`src/rtl/taito_sj_rom_pkg.sv`:
```
// Shared definitions for the Taito System SJ ROM download path.
// Holds the eprom region map (base/size), the region and controller state
// enums, the mask of regions that must be complete before the core may run,
// and a helper that returns the byte size of a required region.
`timescale 1ns/1ps
package taito_sj_rom_pkg;

  localparam int NUM_REGIONS = 6;
  localparam int NUM_REQ     = 5;

  // Region bases in the ioctl byte address space.
  localparam logic [31:0] R0_BASE = 32'h0000_0000; // main program
  localparam logic [31:0] R1_BASE = 32'h0000_8000; // banked program
  localparam logic [31:0] R2_BASE = 32'h0001_0000; // graphics
  localparam logic [31:0] R3_BASE = 32'h0001_8000; // sound
  localparam logic [31:0] R4_BASE = 32'h0001_C000; // palette
  localparam logic [31:0] R5_BASE = 32'h0001_C100; // optional, unbounded

  // Bytes that must arrive before a region counts as loaded.
  localparam logic [15:0] R0_SIZE = 16'h8000;
  localparam logic [15:0] R1_SIZE = 16'h8000;
  localparam logic [15:0] R2_SIZE = 16'h8000;
  localparam logic [15:0] R3_SIZE = 16'h4000;
  localparam logic [15:0] R4_SIZE = 16'h0100;

  localparam logic [NUM_REQ-1:0] REQ_MASK = 5'h1F;

  typedef enum logic [2:0] {
    R0 = 3'd0,
    R1 = 3'd1,
    R2 = 3'd2,
    R3 = 3'd3,
    R4 = 3'd4,
    R5 = 3'd5
  } region_e;

  typedef enum logic [2:0] {
    IDLE  = 3'd0,
    LOAD  = 3'd1,
    HOLD  = 3'd2,
    READY = 3'd3,
    FAULT = 3'd4
  } state_e;

  // Size of a required region; R5 has no size and never completes.
  function automatic logic [15:0] region_size(input int idx);
    case (idx)
      0:       return R0_SIZE;
      1:       return R1_SIZE;
      2:       return R2_SIZE;
      3:       return R3_SIZE;
      4:       return R4_SIZE;
      default: return 16'h0000;
    endcase
  endfunction

endpackage

```
`src/rtl/rom_region_decode.sv`:
```
// Combinational ioctl address -> eprom region decoder.
// Ports:
//   addr       in  ADDR_W  ioctl byte address
//   region_oh  out 6       one-hot region select, bit i = region Ri
//   region_idx out 3       region index (region_e)
// Anything at or above the R5 base lands in R5, including addresses with
// bits set above bit 16, so stray high addresses never alias into the
// required regions.
`timescale 1ns/1ps
module rom_region_decode
  import taito_sj_rom_pkg::*;
#(
  parameter int ADDR_W = 25
) (
  input  logic [ADDR_W-1:0] addr,
  output logic [5:0]        region_oh,
  output region_e           region_idx
);

  localparam logic [ADDR_W-1:0] B1 = ADDR_W'(R1_BASE);
  localparam logic [ADDR_W-1:0] B2 = ADDR_W'(R2_BASE);
  localparam logic [ADDR_W-1:0] B3 = ADDR_W'(R3_BASE);
  localparam logic [ADDR_W-1:0] B4 = ADDR_W'(R4_BASE);
  localparam logic [ADDR_W-1:0] B5 = ADDR_W'(R5_BASE);

  always_comb begin
    region_idx = R0;
    if (addr >= B5)      region_idx = R5;
    else if (addr >= B4) region_idx = R4;
    else if (addr >= B3) region_idx = R3;
    else if (addr >= B2) region_idx = R2;
    else if (addr >= B1) region_idx = R1;
    region_oh = 6'b000001 << region_idx;
  end

endmodule

```
`src/rtl/rom_download_ctrl.sv`:
```
// ROM download sequencer for the Taito System SJ eprom regions.
// Registers every accepted ioctl byte towards the eproms with a one-hot
// region select, counts bytes per required region, keeps a mod-256 checksum
// and holds the core in reset until all required regions are loaded.
// Ports:
//   CLK, RST_N           clock (also eprom CLK_DL), async active-low reset
//   IOCTL_DOWNLOAD/INDEX download active flag and file index
//   IOCTL_WR/ADDR/DATA   byte strobe, byte address, byte data
//   ADDR_DL/DATA_DL      registered address/data to the eproms
//   WR_DL                one-cycle write pulse, one cycle after acceptance
//   CS_DL                one-hot region select, holds its last value
//   DONE_MASK            per required region: byte count reached size
//   CHECKSUM             mod-256 sum of accepted bytes
//   ROM_READY, LOAD_ERR  download outcome
//   CORE_RESET           active-high reset to CPUs and video
//   STATE_DBG            current controller state (state_e encoding)
//
// Handshake: the ioctl side has no back-pressure. A byte is taken exactly
// when IOCTL_WR is high together with IOCTL_DOWNLOAD, a matching index and
// the controller in LOAD; WR_DL is the matching single-cycle valid towards
// the eproms, which are always ready.
`timescale 1ns/1ps
module rom_download_ctrl
  import taito_sj_rom_pkg::*;
#(
  parameter int         ADDR_W      = 25,
  parameter int         HOLD_CYCLES = 16,
  parameter logic [7:0] ROM_INDEX   = 8'h00
) (
  input  logic              CLK,
  input  logic              RST_N,
  input  logic              IOCTL_DOWNLOAD,
  input  logic [7:0]        IOCTL_INDEX,
  input  logic              IOCTL_WR,
  input  logic [ADDR_W-1:0] IOCTL_ADDR,
  input  logic [7:0]        IOCTL_DATA,
  output logic [ADDR_W-1:0] ADDR_DL,
  output logic [7:0]        DATA_DL,
  output logic              WR_DL,
  output logic [5:0]        CS_DL,
  output logic [4:0]        DONE_MASK,
  output logic [7:0]        CHECKSUM,
  output logic              ROM_READY,
  output logic              LOAD_ERR,
  output logic              CORE_RESET,
  output logic [2:0]        STATE_DBG
);

  localparam logic [7:0] HOLD_INIT = 8'(HOLD_CYCLES - 1);

  state_e               state, state_n;
  logic [7:0]           hold_cnt;
  logic [15:0]          region_cnt [NUM_REQ];
  logic [7:0]           checksum_q;
  logic [NUM_REQ-1:0]   done;
  logic                 start;
  logic                 accept;
  logic                 enter_load;
  logic [5:0]           region_oh;
  region_e              region_idx;

  rom_region_decode #(.ADDR_W(ADDR_W)) u_decode (
    .addr       (IOCTL_ADDR),
    .region_oh  (region_oh),
    .region_idx (region_idx)
  );

  assign start  = IOCTL_DOWNLOAD && (IOCTL_INDEX == ROM_INDEX);
  assign accept = (state == LOAD) && IOCTL_WR && start;

  always_comb begin
    done = '0;
    for (int i = 0; i < NUM_REQ; i++) begin
      done[i] = (region_cnt[i] == region_size(i));
    end
  end

  // ---------------- FSM ----------------
  always_ff @(posedge CLK or negedge RST_N) begin
    if (!RST_N) state <= IDLE;
    else        state <= state_n;
  end

  always_comb begin
    state_n = state;
    case (state)
      IDLE, READY, FAULT: if (start) state_n = LOAD;
      LOAD:               if (!IOCTL_DOWNLOAD) state_n = HOLD;
      // A new download request during HOLD is not looked at until the
      // hold window has run out.
      HOLD: if (hold_cnt == 8'd0) state_n = (done == REQ_MASK) ? READY : FAULT;
      default:            state_n = IDLE;
    endcase
  end

  // Every entry into LOAD starts a fresh image: counts and checksum clear.
  assign enter_load = (state != LOAD) && (state_n == LOAD);

  always_ff @(posedge CLK or negedge RST_N) begin
    if (!RST_N) begin
      hold_cnt <= '0;
    end else if (state == LOAD && state_n == HOLD) begin
      hold_cnt <= HOLD_INIT;
    end else if (state == HOLD && hold_cnt != 8'd0) begin
      hold_cnt <= hold_cnt - 8'd1;
    end
  end

  // ---------------- counters / checksum ----------------
  always_ff @(posedge CLK or negedge RST_N) begin
    if (!RST_N) begin
      for (int i = 0; i < NUM_REQ; i++) region_cnt[i] <= '0;
      checksum_q <= '0;
    end else if (enter_load) begin
      for (int i = 0; i < NUM_REQ; i++) region_cnt[i] <= '0;
      checksum_q <= '0;
    end else if (accept) begin
      checksum_q <= checksum_q + IOCTL_DATA;
      // Duplicate addresses count again; only saturation stops a counter.
      for (int i = 0; i < NUM_REQ; i++) begin
        if (int'(region_idx) == i && !done[i]) begin
          region_cnt[i] <= region_cnt[i] + 16'd1;
        end
      end
    end
  end

  // ---------------- eprom write pipeline ----------------
  always_ff @(posedge CLK or negedge RST_N) begin
    if (!RST_N) begin
      ADDR_DL <= '0;
      DATA_DL <= '0;
      WR_DL   <= 1'b0;
      CS_DL   <= '0;
    end else begin
      WR_DL <= accept;
      if (accept) begin
        ADDR_DL <= IOCTL_ADDR;
        DATA_DL <= IOCTL_DATA;
        CS_DL   <= region_oh;
      end
    end
  end

  // ---------------- status outputs ----------------
  assign DONE_MASK  = done;
  assign CHECKSUM   = checksum_q;
  assign ROM_READY  = (state == READY);
  assign LOAD_ERR   = (state == FAULT);
  // Combinational term on start so the core is back in reset in the very
  // cycle a reload is requested, before LOAD is entered.
  assign CORE_RESET = (state != READY) || start;
  assign STATE_DBG  = state;

endmodule

```
`config.mk`:
```
export PLATFORM = sky130hd
export DESIGN_NAME = rom_download_ctrl
export DESIGN_NICKNAME = d
export VERILOG_FILES = /design/src/rtl/taito_sj_rom_pkg.sv /design/src/rtl/rom_region_decode.sv /design/src/rtl/rom_download_ctrl.sv
export SDC_FILE = /design/constraint.sdc
export NUM_CORES = 1
export LEC_CHECK = 0
export ABC_AREA = 1
export BUFFER_PORTS_ARGS = -buffer_cell sky130_fd_sc_hd__buf_2
export CAP_MARGIN = 20
export CORE_ASPECT_RATIO = 1.5
export CORE_MARGIN = 4
export CORE_UTILIZATION = 29
export CTS_CLUSTER_SIZE = 25
export DETAILED_ROUTE_END_ITERATION = 6
export PLACE_DENSITY = 0.57
export REMOVE_ABC_BUFFERS = 1
export SLEW_MARGIN = 20
export SYNTH_ARGS = -nofsm -noshare
export SYNTH_HDL_FRONTEND = slang
export SYNTH_HIERARCHICAL = 1
export SYNTH_SLANG_ARGS = --single-unit
```
`constraint.sdc`:
```
create_clock -name CLK -period 4.5 [get_ports CLK]
set_clock_uncertainty 0.2 [all_clocks]
set_input_delay 0 -clock CLK [delete_from_list [all_inputs] [get_ports CLK]]
set_output_delay 0 -clock CLK [all_outputs]
set_load 0.01 [all_outputs]
```
Word level (Yosys, flattened, before mapping)
Index checks and enable logic that the tools add are counted.

word-level totals
  logic and storage cells = 99
  flip-flop bits (word level) = 139

operators by class
  shift-type cells = 1
  add/sub/neg operators = 7
  mux-type cells = 21
  equal/unequal tests = 18
  $lt $le $gt $ge = 5
  reductions and logical operators = 35

operators with widths
  operator                                                                               count
  80-bit 2-to-1 mux                                                                      2
  25-bit by 17-bit greater-or-equal comparator with 1-bit output, second input constant  4
  16-bit by 1-bit adder with 16-bit output, second input constant                        5
  16-bit 2-to-1 mux                                                                      5
  16-bit equality test, second input constant                                            3
  8-bit 2-to-1 mux                                                                       4
  25-bit by 16-bit greater-or-equal comparator with 1-bit output, second input constant  1
  3-bit 2-to-1 mux                                                                       8
  16-bit by 15-bit equality test with 1-bit output, second input constant                1
  16-bit by 9-bit equality test with 1-bit output, second input constant                 1
  8-bit zero test                                                                        2
  2-bit nonzero test                                                                     7
  3-bit by 2-bit equality test with 1-bit output, second input constant                  4
  3-bit equality test, second input constant                                             4
  1-bit logical AND                                                                      11
  2-bit AND reduction                                                                    5
  3-bit case mux with 3 select lines                                                     1
  8-bit adder                                                                            1
  8-bit nonzero test                                                                     1
  8-bit by 1-bit subtractor with 8-bit output, second input constant                     1
  3-bit by 1-bit equality test with 1-bit output, second input constant                  2
  3-bit zero test                                                                        2
  1-bit by 3-bit left shift with 6-bit output, first input constant                      1
  5-bit equality test, second input constant                                             1
  other kinds (6)                                                                        10

Longest topological paths before layout
Gate-level depths: netlist (run 1).

  depth in word-level cells = 11
  depth in mapped cells = 16
  depth with buffers taken out = 15

Modules after synthesis
The synthesis (run 1) kept the hierarchy.

modules (own cells, without submodules)
  module             sequential area each (µm²)  area each (µm²)  instances  cells an instance
  rom_download_ctrl  3,478.3                     7,992.7          1          1,083
  rom_region_decode  0.0                         162.7            1          33

Least setup slack after synthesis (run 1)
OpenSTA, ideal clock, no wires.

  kind = register -> register
  start point = register region_cnt[48] (netlist name)
  end point = register region_cnt[19] (netlist name)
  arrival = 1.694 ns
  stages on the path, launching flop included = 15
  buffers on the path = 1
  data required time = 4.170 ns
  setup slack = 2.476 ns
  path through = dfrtp_1 -> inv_1 -> ha_1 -> inv_1 -> nor2_1 -> nand2_1 -> nor2_1 -> nand2_1 -> nor2_1 -> nand4_1 -> nand2_2 -> nand2_2 -> nor2_8 -> buf_6 -> nor3_2

between the ends
  longest elaborated chain between the ends = 9

ends and longest elaborated chain
  item                                                line                      RTL
  start: declaration                                  rom_download_ctrl.sv:53   logic [15:0] region_cnt [NUM_REQ];
  start signal: indexed assignment                    rom_download_ctrl.sv:122  region_cnt[i] <= region_cnt[i] + 16'd1;
  16-bit equality test (*)                            rom_download_ctrl.sv:74   done[i] = (region_cnt[i] == region_size(i));
  5-bit equality test (*)                             rom_download_ctrl.sv:91   HOLD: if (hold_cnt == 8'd0) state_n = (done == REQ_MASK) ? READY : FAULT;
  3-bit 2-to-1 mux (*) (2 in a row)                   rom_download_ctrl.sv:91
  3-bit case mux with 3 select lines (*)              rom_download_ctrl.sv:86   case (state)
  named net state_n[0]                                rom_download_ctrl.sv:51   state_e state, state_n;
  3-bit by 1-bit equality test with 1-bit output (*)  rom_download_ctrl.sv:97   assign enter_load = (state != LOAD) && (state_n == LOAD);
  1-bit logical AND (*)                               rom_download_ctrl.sv:97
  2-bit nonzero test (no line)                        -
  2-bit AND reduction (no line)                       -

Mark *: on every way through the listed nets, which the timed path passes. The rest lies on a longest branch.
A chain may end at the register's enable or synchronous reset.

Final worst setup path (run 1)
  start point = input port IOCTL_INDEX[7]
  end point = register region_cnt[7] (netlist name)

between the ends
  longest elaborated chain between the ends = 8

ends and longest elaborated chain
  item                                                line                     RTL
  start: declaration                                  rom_download_ctrl.sv:33  input logic [7:0] IOCTL_INDEX,
  8-bit zero test (*)                                 rom_download_ctrl.sv:68  assign start = IOCTL_DOWNLOAD && (IOCTL_INDEX == ROM_INDEX);
  1-bit logical AND (*)                               rom_download_ctrl.sv:68
  3-bit 2-to-1 mux (*)                                rom_download_ctrl.sv:87  IDLE, READY, FAULT: if (start) state_n = LOAD;
  3-bit case mux with 3 select lines (*)              rom_download_ctrl.sv:86
  named net state_n[0]                                rom_download_ctrl.sv:51
  3-bit by 1-bit equality test with 1-bit output (*)  rom_download_ctrl.sv:97
  1-bit logical AND (*)                               rom_download_ctrl.sv:97
  2-bit nonzero test (no line)                        -
  2-bit AND reduction (no line)                       -

Marks and branches as above.

==> results.md, run 1 <==
* Netlist cell types at 35
* Highest clock rate at 0.287 GHz
* # resized after CTS at 0
* Placed wire-length estimate at 15.3 mm
* Routed WL per cell at around 13 microns
* Count leader, synth: nand2_1
* # diodes at 0
* Slew HR at 0.516
* Remaining routing DRC violations at 0
* Final wirelength at 21.3 mm
* CP Class: input port to flip-flop
* Iteration-0 DRC count of the detailed router at 423
* Switching power at ~0.00073 W
* Critical path peak fanout at 45
* Post-Syn Area per Cell at approximately 7.3 sq um
* Layout cell share with drive strength beyond 1 at 0.146
* Initial Util at 0.297
* I/O pin total at 104
* RSZ-0062 raised after global routing: no
* HP Class: input port to flip-flop
* Initial antenna violation count at 0
* Mapped Area at 0.00816 sq mm
* Post-CTS Hold Buffers at 46
* Pre-Repair DR Iteration Count at 5
* CTS buffer count at 17
* CTS HTree Levels at 4
* Area contributors post-synth: dfrtp_1, nand2_1, nor2_1, nand3_1, inv_1
* Final nets at 1,327
* Switching Fraction at 0.241
* Multi-input logic area at approximately 0.0040 sq mm
* Total track usage at 0.139
* Mapped Cells at 1,116
* First-pass GRT wire length at 35.6 mm
* Final hold violation count at 0
* Post-synth top area cell: dfrtp_1
* RePlAce Congestion at 0.872
* VDD IR max at 0.274 mV
* DR vias at around 7,700
* Root Driver: clkbuf_16
* Post-synthesis register bit count at 139
* Reg clk slew, reported paths at 0.06 ns
* Design area at 0.0101 sq mm
* Overflow after GRT at 0
* Final ANT Viol Nets at 0
* Register area share after synthesis at 0.427
* Reg power frac at 0.440
* Die X at 145 microns
* Pwr per Cell Area at 300 mW/mm^2
* Die ar. at 0.0309 sq mm
* Max-cap violations at 0
* Synthesis warning total at 6
* Async set-reset flop share out of synthesis at 1.00
* Fillers at 2,812
* I/O Buffers at about 100
* Vias per std cell at 4.73
* Setup TNS Final at 0 ns
* Clock latency on the worst-skew pair at 0.43 ns
* Row count at 74
* Slew Viols, Final at 0
* LEAKAGE at 5.02 nW
* Largest net degree at the start of global routing at 54
* CP endpoint kind: flip-flop
* Placed cell area at 0.00898 sq mm
* Data required time of the worst path at 4.61 ns
* Top post-synthesis cells by count: nand2_1, nor2_1, dfrtp_1, inv_1, nand3_1
* Crit path time final at 3.48 ns
* FF/Latch Area at 0.00348 sq mm
* Die H at 213 microns
* Crit start category: input port
* Comb pwr share at 0.080
* # clock sinks at 139
* Status: finished, final reports clean
* CTS Buffer Depth at 2
* Synth top area share at 0.427
* Core area at ~0.027 sq mm
* Area Growth Syn to Fin at 23.3%
* Power share of the clock group at 0.480
* CTS tree: done
* Synth Flop Type: dfrtp_1
* Post-synth EDFFs at 0
* Setup Viol. Count Final at 0
* Overall power at around 0.0030 W
* Internal power at 0.00229 W
* Least-Margin Pin Slew at approximately 0.72 ns
* Fin crit share at 0.773
* Critical Path AT at between 3 and 4 ns
* Post CTS Setup Buffer Count at 0
* Vias in the first global route at ~7,500
power by group through the flow:
stage | Combinational (W) | Sequential [W] | Clock [W]
5_1_grt | 0.000285 | 0.00134 | 0.00153
3_3_place_gp | 0.000213 | 0.00135 | 0
3_5_place_dp | 0.000217 | 0.00135 | 0
2_1_floorplan | 0.000131 | 0.00134 | 0
4_1_cts | 0.000247 | 0.00133 | 0.00148
6_report | 0.000241 | 0.00133 | 0.00145
worst paths after layout:
kind	startpoint	endpoint	slack (ns)	cells past startpoint
worst min register to register	CS_DL[1]	CS_DL[1]	0.28	2
worst max register to register	STATE_DBG[2]	DATA_DL[4]	1.32	10
worst max-delay path	IOCTL_INDEX[7]	region_cnt[7]	1.02	13
min in group asynchronous	RST_N	DATA_DL[5]	0.45	4
max in group asynchronous	RST_N	CS_DL[0]	2.97	4
worst min-delay path	IOCTL_WR	CHECKSUM[7]	0.01	5
cell type report:
type / instances / area share
timing repair buffer: 158 / 0.106
inverter: 118 / 0.0440
sequential: 139 / 0.346
clock buffer: 21 / 0.0458
clock inverter: 11 / 0.0143
multi-input combinational: 828 / 0.401
tap: 342 / 0.0425
state kept, by name, indices dropped and copies added (netlist names):
register	cells
region_cnt	80
ADDR_DL	25
CHECKSUM	8
DATA_DL	8
hold_cnt	8
CS_DL	6
STATE_DBG	3
WR_DL	1
critical path, stage by stage:
cell	delay (ns)
dlygate4sd3_1	0.53
buf_2	0.12
nor2_1	0.11
dlygate4sd3_1	0.57
nand3_1	0.16
dlygate4sd3_1	0.68
o21ai_1	0.14
inv_1	0.06
nand2_2	0.09
nand2_2	0.09
nor2_8	0.57
buf_4	0.38
nor2_1	0.08
layer usage:
layer  GRT usage  part of all wire
met1       0.156              0.42
met2       0.262              0.52
met3      0.0252             0.033
met4      0.0564             0.026
met5           0                 0
through the flow:
stage	setup slack [ns]	utilization	hold WS, ns	instances
after floorplan	1.75	-	-0.496	1085
after global placement	1.58	0.326	-0.253	1539
after detailed placement	1.56	0.326	-0.248	1539
after CTS	0.970	0.366	0.00861	1617
after global routing	0.764	0.366	0.0605	1617
final	1.02	0.366	0.0119	1617
layout by cell type (no fill, tap or decap), drive strengths merged:
master / count
nor2: 176
ha: 19
o211ai: 3
o21ai: 22
nand3: 96
and3: 1
xnor2: 3
a21o: 4
buf: 113
nand4: 34
fa: 1
nor4: 10
clkbuf: 21
nand3b: 4
or2: 10
clkinvlp: 1
nor3: 32
inv: 118
clkinv: 7
nand2: 328
xor2: 21
a21oi: 64
dfrtp: 139
bufinv: 3
dlygate4sd3: 45
kinds of logic after synthesis:
group | synth area share
xor gates and xnor gates | 0.0258
buffers and inverters | 0.0784
DFF | 0.427
and+or+nand+nor | 0.378
AOI/OAI and AO/OA | 0.0592
adders and majority gates | 0.0316
Note: power is estimated with default switching activity, not from simulation.
==> inputs of run 2 (changes only) <==
==> constraint.sdc (replaced) <==
create_clock -name CLK -period 3.3 [get_ports CLK]
set_clock_uncertainty 0.2 [all_clocks]
set_input_delay 0 -clock CLK [delete_from_list [all_inputs] [get_ports CLK]]
set_output_delay 0 -clock CLK [all_outputs]
set_load 0.01 [all_outputs]
==> results.md, run 2 (synthesis results as in run 1) <==
* Root Driver: clkbuf_16
* Reg clk slew, reported paths at 0.06 ns (about the same)
* Design area at 0.0100 sq mm (-0.41%)
* # resized after CTS at 0 (unchanged)
* CP endpoint kind: flip-flop
* Largest registers in the final layout: region_cnt (80), ADDR_DL (25)
* R2R setup slack at 0.69 ns (-0.63 ns)
* Failing checks: negative hold slack
* Vias in the first global route at 7,497 (-0.16%)
* Initial antenna violation count at 0 (unchanged)
* RePlAce Congestion at 0.828 (-5.0%)
* Status: complete, but fails checks
* Total track usage at 0.139 (-0.000148)
* Final nets at 1,325 (-0.15%)
* CP Class: input port to flip-flop
* Most common cell after layout, fill and taps aside: nand2_1
* CTS HTree Levels at 4 (unchanged)
* Highest clock rate at 0.340 GHz
* DR vias at 7,549 (-1.3%)
* Core area at 0.0275 sq mm (unchanged)
* VDD IR max at 0.282 mV (+3.0%)
* Remaining routing DRC violations at 0 (unchanged)
* Utilization after layout at 0.364 (-0.00150)
* CTS tree: done
* Crit start category: input port
* RSZ-0062 raised after global routing: no
* Overflow after GRT at 0 (unchanged)
* # clock sinks at 139 (unchanged)
* R2R cell count at 9 (-1)
* FF/Latch Area at 0.00348 sq mm (unchanged)
* Crit path time final at 2.94 ns
* Largest net degree at the start of global routing at 93 (+72%)
* Routed WL per cell at 13.1 microns (-0.78%)
* Data required time of the worst path at 3.40 ns (-1.21 ns)
* Final ANT Viol Nets at 0 (unchanged)
* Fillers at 2,846 (+1.2%)
* CTS Buffer Depth at 2 (unchanged)
* Final wirelength at 21.1 mm (-0.91%)
* Critical path peak fanout at 28 (-38%)
* Multi-input logic area at 0.00404 sq mm (unchanged)
* CTS buffer count at 17 (unchanged)
* HP Class: input port to async pin
* Die X at 145 microns (unchanged)
* Reg with most FFs: region_cnt
* Initial Util at 0.297 (unchanged)
* Die ar. at 0.0309 sq mm (unchanged)
* Vias per std cell at 4.67 (-1.2%)
* LEAKAGE at 4.98 nW (-0.74%)
* Hold slack at -0.0183 ns (-0.0302 ns)
* Setup TNS Final at 0 ns (unchanged)
* Max-cap violations at 0 (unchanged)
* Final hold violation count at 4 (+4)
* Pre-Repair DR Iteration Count at 5 (unchanged)
* Setup Viol. Count Final at 0 (unchanged)
* Pwr per Cell Area at 407 mW/mm^2 (+35%)
* Most frequent cells in the layout: nand2_1, nor2_1, dfrtp_1
* Least-Margin Pin Slew at 0.908 ns (+0.185 ns)
* Slew HR at 0.395 (-0.121)
* I/O pin total at 104 (unchanged)
* Placed cell area at 0.00901 sq mm (+0.39%)
* Row count at 74 (unchanged)
* Placed wire-length estimate at 15.0 mm (-1.8%)
* Clock latency on the worst-skew pair at 0.43 ns (about the same)
* First-pass GRT wire length at 35.7 mm (+0.39%)
* Slew Viols, Final at 0 (unchanged)
* Iteration-0 DRC count of the detailed router at 335 (-21%)
* Fin crit share at 0.892
* # diodes at 0 (unchanged)
* I/O Buffers at 103 (unchanged)
* Die H at 213 microns (unchanged)
* Critical Path AT at 3.05 ns (-0.54 ns)
* Layout cell share with drive strength beyond 1 at 0.148 (+0.00259)
* Max FFs per register at 80 (unchanged)
* Area Growth Syn to Fin at 22.8%
run 2: changes by cell type in the layout (fill, tap and decap cells not counted):
cell           change
clkbuf_1           -1
buf_4              +2
buf_12             +1
clkinvlp_4         +3
clkinv_2           -3
bufinv_16          -1
dlygate4sd3_1      -4
buf_16             -1
inv_6              +2
run 2: worst paths after layout:
path	from	endpoint
setup / recovery	IOCTL_INDEX[4]	region_cnt[63]
hold / removal	RST_N	DATA_DL[5]
setup reg to reg	STATE_DBG[2]	DATA_DL[7]
hold reg to reg	ADDR_DL[3]	ADDR_DL[3]
max in group asynchronous	RST_N	hold_cnt[2]
min in group CLK	IOCTL_WR	CHECKSUM[1]
run 2: area by class of cell:
| class | count | share of cell area |
|---|---|---|
| clock buffers | 20 | 0.0456 |
| clock inverters | 12 | 0.0139 |
| inverters | 118 | 0.0442 |
| multi-input cells | 828 | 0.403 |
| flip-flops and latches | 139 | 0.347 |
| well taps | 342 | 0.0427 |
| repair buffers | 156 | 0.103 |
run 2: critical path, stage by stage:
cell,delay (ns)
dlygate4sd3_1,0.53
buf_2,0.12
nor2_1,0.11
dlygate4sd3_1,0.56
nand3_1,0.14
dlygate4sd3_1,0.66
o21ai_1,0.13
inv_1,0.06
nand2_2,0.09
nand2_2,0.09
nor2_8,0.13
buf_4,0.33
nor2_1,0.09
run 2: routing by layer:
layer	up-vias	global-route usage	share of wire
li1	3860	-	-
met1	3499	0.158	0.41
met2	165	0.262	0.54
met3	25	0.0243	0.039
met4	0	0.0525	0.016
met5	-	0	0
run 2: report_power, final:
| part | switching, W | internal, W | leakage, nW |
|---|---|---|---|
| clock network | 0.000781 | 0.00116 | 0.279 |
| logic | 0.000191 | 0.000131 | 2.85 |
| registers | 0.0000487 | 0.00176 | 1.85 |
run 2: repair_timing:
item                                   4_1_cts  5_1_grt
endpoints found under the hold margin      146        0
setup endpoints to repair                    0        0
setup buffers                                0        0
hold buffers                                41        0
run 2: through the flow:
step / hold slack (ns) / total power, W / worst slack (ns) / std cells
after floorplan: -0.496 / 0.00201 / 0.551 / 1085
after global routing: 0.0390 / 0.00427 / 0.108 / 1615
after detailed placement: -0.0462 / 0.00214 / 0.773 / 1542
after CTS: 0.00561 / 0.00414 / 0.322 / 1615
after global placement: -0.0550 / 0.00213 / 0.848 / 1542
final: -0.0183 / 0.00407 / 0.355 / 1615
==> inputs of run 3 (changes only) <==
--- a/config.mk
+++ b/config.mk
@@ -5,7 +5,6 @@
 export SDC_FILE = /design/constraint.sdc
 export NUM_CORES = 1
 export LEC_CHECK = 0
-export ABC_AREA = 1
 export BUFFER_PORTS_ARGS = -buffer_cell sky130_fd_sc_hd__buf_2
 export CAP_MARGIN = 20
 export CORE_ASPECT_RATIO = 1.5
@@ -13,7 +12,9 @@
 export CORE_UTILIZATION = 29
 export CTS_CLUSTER_SIZE = 25
 export DETAILED_ROUTE_END_ITERATION = 6
+export GPL_TIMING_DRIVEN = 0
 export PLACE_DENSITY = 0.57
+export RECOVER_POWER = 50
 export REMOVE_ABC_BUFFERS = 1
 export SLEW_MARGIN = 20
 export SYNTH_ARGS = -nofsm -noshare
==> results.md, run 3 <==
* Row count at 70 (-5.4%)
* Switching Fraction at 0.248 (-0.00270)
* Critical Path AT at 3.13 ns (+0.08 ns)
* Iteration-0 DRC count of the detailed router at 286 (-15%)
* Crit start category: input port
* Vias in the first global route at 6,151 (-18%)
* Internal power at 0.00315 W (+3.3%)
* Final wirelength at 17.4 mm (-17%)
* RePlAce Congestion at 0.771 (-6.9%)
* Post-synth top area cell: dfrtp_1
* CP cell instances: dlygate4sd3_1 -> buf_2 -> nor4_2 -> nand2_1 -> a21o_1 -> or2_2 -> or4_4 -> nor4_1 -> xnor2_1 -> nor2_1
* # clock sinks at 139 (unchanged)
* Area Growth Syn to Fin at 27.0%
* Post-synthesis register bit count at 139 (unchanged)
* Clock latency on the worst-skew pair at 0.41 ns (-0.02 ns)
* Worst path max stage delay at 0.54 ns (-0.12 ns)
* Total track usage at 0.132 (-0.00728)
* # diodes at 0 (unchanged)
* Most frequent cells in the layout: nand2_1, dfrtp_1, nor2_1
* Mapped Area at 0.00717 sq mm (-12%)
* Die H at 201 microns (-6.0%)
* VDD IR max at 0.300 mV (+6.3%)
* Fillers at 2,500 (-12%)
* Final hold violation count at 0 (-4)
* Setup Viol. Count Final at 0 (unchanged)
* Hold slack at 0.0375 ns (+0.0557 ns)
* Vias per std cell at 4.68 (+0.18%)
* Count leader, synth: nand2_1
* Max-cap violations at 2 (+2)
* I/O pin total at 104 (unchanged)
* Layout cell share with drive strength beyond 1 at 0.137 (-0.0115)
* Die X at 136 microns (-5.9%)
* Most common cell after layout, fill and taps aside: nand2_1
* Power share of the clock group at 0.462 (-0.014)
* RSZ-0062 raised after global routing: no
* Slew Viols, Final at 141 (+141)
* Async set-reset flop share out of synthesis at 1.00 (unchanged)
* Register area share after synthesis at 0.485 (+0.0585)
* Status: complete, but fails checks
* Reg clk slew, reported paths at 0.06 ns (about the same)
* I/O Buffers at 103 (unchanged)
* Highest clock rate at 0.328 GHz (-3.3%)
* Largest net degree at the start of global routing at 75 (-19%)
* HP Class: input port to flip-flop
* Initial Util at 0.295 (-0.00202)
* CTS buffer count at 17 (unchanged)
* First-pass GRT wire length at 29.4 mm (-18%)
* Synth Flop Type: dfrtp_1
* Mapped Cells at 788 (-29%)
* Remaining routing DRC violations at 0 (unchanged)
* LEAKAGE at 4.26 nW (-15%)
* Reg with most FFs: region_cnt
* Largest registers in the final layout: region_cnt (80), ADDR_DL (25)
* Netlist cell types at 46 (+31%)
* Fin crit share at 0.923 (+0.0309)
* Die ar. at 0.0274 sq mm (-12%)
* Post-synth EDFFs at 0 (unchanged)
* Least-Margin Pin Slew at 1.85 ns (+0.946 ns)
* Final nets at 1,001 (-24%)
* Reg power frac at 0.442 (-0.003)
* Pre-Repair DR Iteration Count at 4 (-1)
* Placed wire-length estimate at 11.6 mm (-23%)
* Area contributors post-synth: dfrtp_1, nand2_1, xnor2_1, nor2_1, ha_1
* CP max-delay cell: dlygate4sd3_1
* Data required time of the worst path at 3.39 ns (about the same)
* Top post-synthesis cells by count: nand2_1, dfrtp_1, nor2_1, xnor2_1, nand3_1
* CP endpoint kind: flip-flop
* Comb pwr share at 0.096 (+0.017)
* Post-Syn Area per Cell at 9.10 sq um (+25%)
* CTS tree: done
* Utilization after layout at 0.374 (+0.00972)
* Critical path peak fanout at 15 (-46%)
* Switching power at 0.00104 W (+1.9%)
* Final ANT Viol Nets at 0 (unchanged)
* CTS Buffer Depth at 2 (unchanged)
* Synth top area share at 0.485 (+0.0585)
* DR vias at 5,961 (-21%)
* Routed WL per cell at 13.7 microns (+4.8%)
* Synthesis warning total at 6 (unchanged)
* Overflow after GRT at 0 (unchanged)
* Max FFs per register at 80 (unchanged)
* CP Class: input port to flip-flop
* Root Driver: clkbuf_16
* Initial antenna violation count at 0 (unchanged)
* Crit path time final at 3.05 ns (+0.102 ns)
* CTS HTree Levels at 4 (unchanged)
* Pwr per Cell Area at 460 mW/mm^2 (+13%)
* Slew HR at -0.236 (-0.630)
* Failing checks: max-capacitance violations, max-slew violations
* Core area at 0.0243 sq mm (-11%)
-- run 3: cell types whose count changed in the layout (fill, tap and decap cells not counted), sizes merged, moves of 45 or more --
cell and change:
a21oi -45, nor2 -73, inv -90, nand3 -63, xnor2 +49, nand2 -165
-- run 3: timing repair --
item                       CTS  global route
setup endpoints to repair    0            10
setup buffers                0             2
resized for setup            0             2
hold buffers                48             0
hold endpoints to repair   195             0
-- run 3: worst max-delay path, delay by kind of cell --
kind                   cells  cell delay [ns]
AO/OA/AOI/OAI              1             0.31
AND/OR/NAND/NOR            6             1.97
XOR/XNOR                   1             0.17
buffers and inverters      2             0.68
-- run 3: through the flow --
step / total power [W] / cell area (sq um) / cells / setup slack, ns / TNS [ns]
after floorplan: 0.00210 / 7040 / 760 / -0.196 / -16.41
after global placement: 0.00224 / 7960 / 1187 / -1.40 / -132.31
after detailed placement: 0.00226 / 8070 / 1191 / 0.133 / 0
after CTS: 0.00427 / 9170 / 1271 / 0.0602 / 0
after global routing: 0.00440 / 9110 / 1273 / 0.0477 / 0
final: 0.00419 / 9110 / 1273 / 0.254 / 0
-- run 3: layer usage --
layer,vias to the layer above,wire length (microns),GRT usage
met5,-,0,0
met4,0,552,0.0605
met3,32,640,0.0258
met2,103,9120,0.238
met1,2849,7110,0.146
li1,2977,-,-
-- run 3: logic make-up (layout without fill, tap and decap cells) --
kind of cell,count (synthesis),in the layout,synth area share
buffers and inverters,56,217,0.0337
xor gates and xnor gates,79,79,0.0965
adders and majority gates,20,20,0.0359
AOI/OAI and AO/OA,47,47,0.0431
DFF,139,139,0.485
muxes,3,3,0.00419
and+or+nand+nor,444,444,0.302
-- run 3: power by group through the flow --
stage	logic (W)	clock network, W	registers (W)
after floorplan	0.000232	0	0.00187
after global placement	0.000353	0	0.00188
after detailed placement	0.000373	0	0.00188
after CTS	0.000420	0.00200	0.00185
after global routing	0.000461	0.00208	0.00187
final	0.000403	0.00194	0.00185
-- run 3: area by class of cell --
type | instances | area [sq um] | area share
inverters | 28 | 105 | 0.0115
flip-flops and latches | 139 | 3480 | 0.382
multi-input cells | 593 | 3480 | 0.383
clock inverters | 15 | 174 | 0.0191
well taps | 324 | 405 | 0.0445
repair buffers | 157 | 1030 | 0.113
clock buffers | 17 | 425 | 0.0467
-- run 3: path summary, 6_finish.rpt --
check                          startpoint             end  slack, ns  cells after the start
hold / removal             IOCTL_INDEX[3]      ADDR_DL[7]       0.04                      5
setup reg to reg             STATE_DBG[1]  region_cnt[56]       0.40                      7
min in group asynchronous           RST_N     hold_cnt[0]       0.59                      3
setup / recovery           IOCTL_ADDR[22]  region_cnt[79]       0.25                     10
hold reg to reg                ADDR_DL[1]      ADDR_DL[1]       0.26                      2
max in group asynchronous           RST_N        CS_DL[1]       1.13                      3
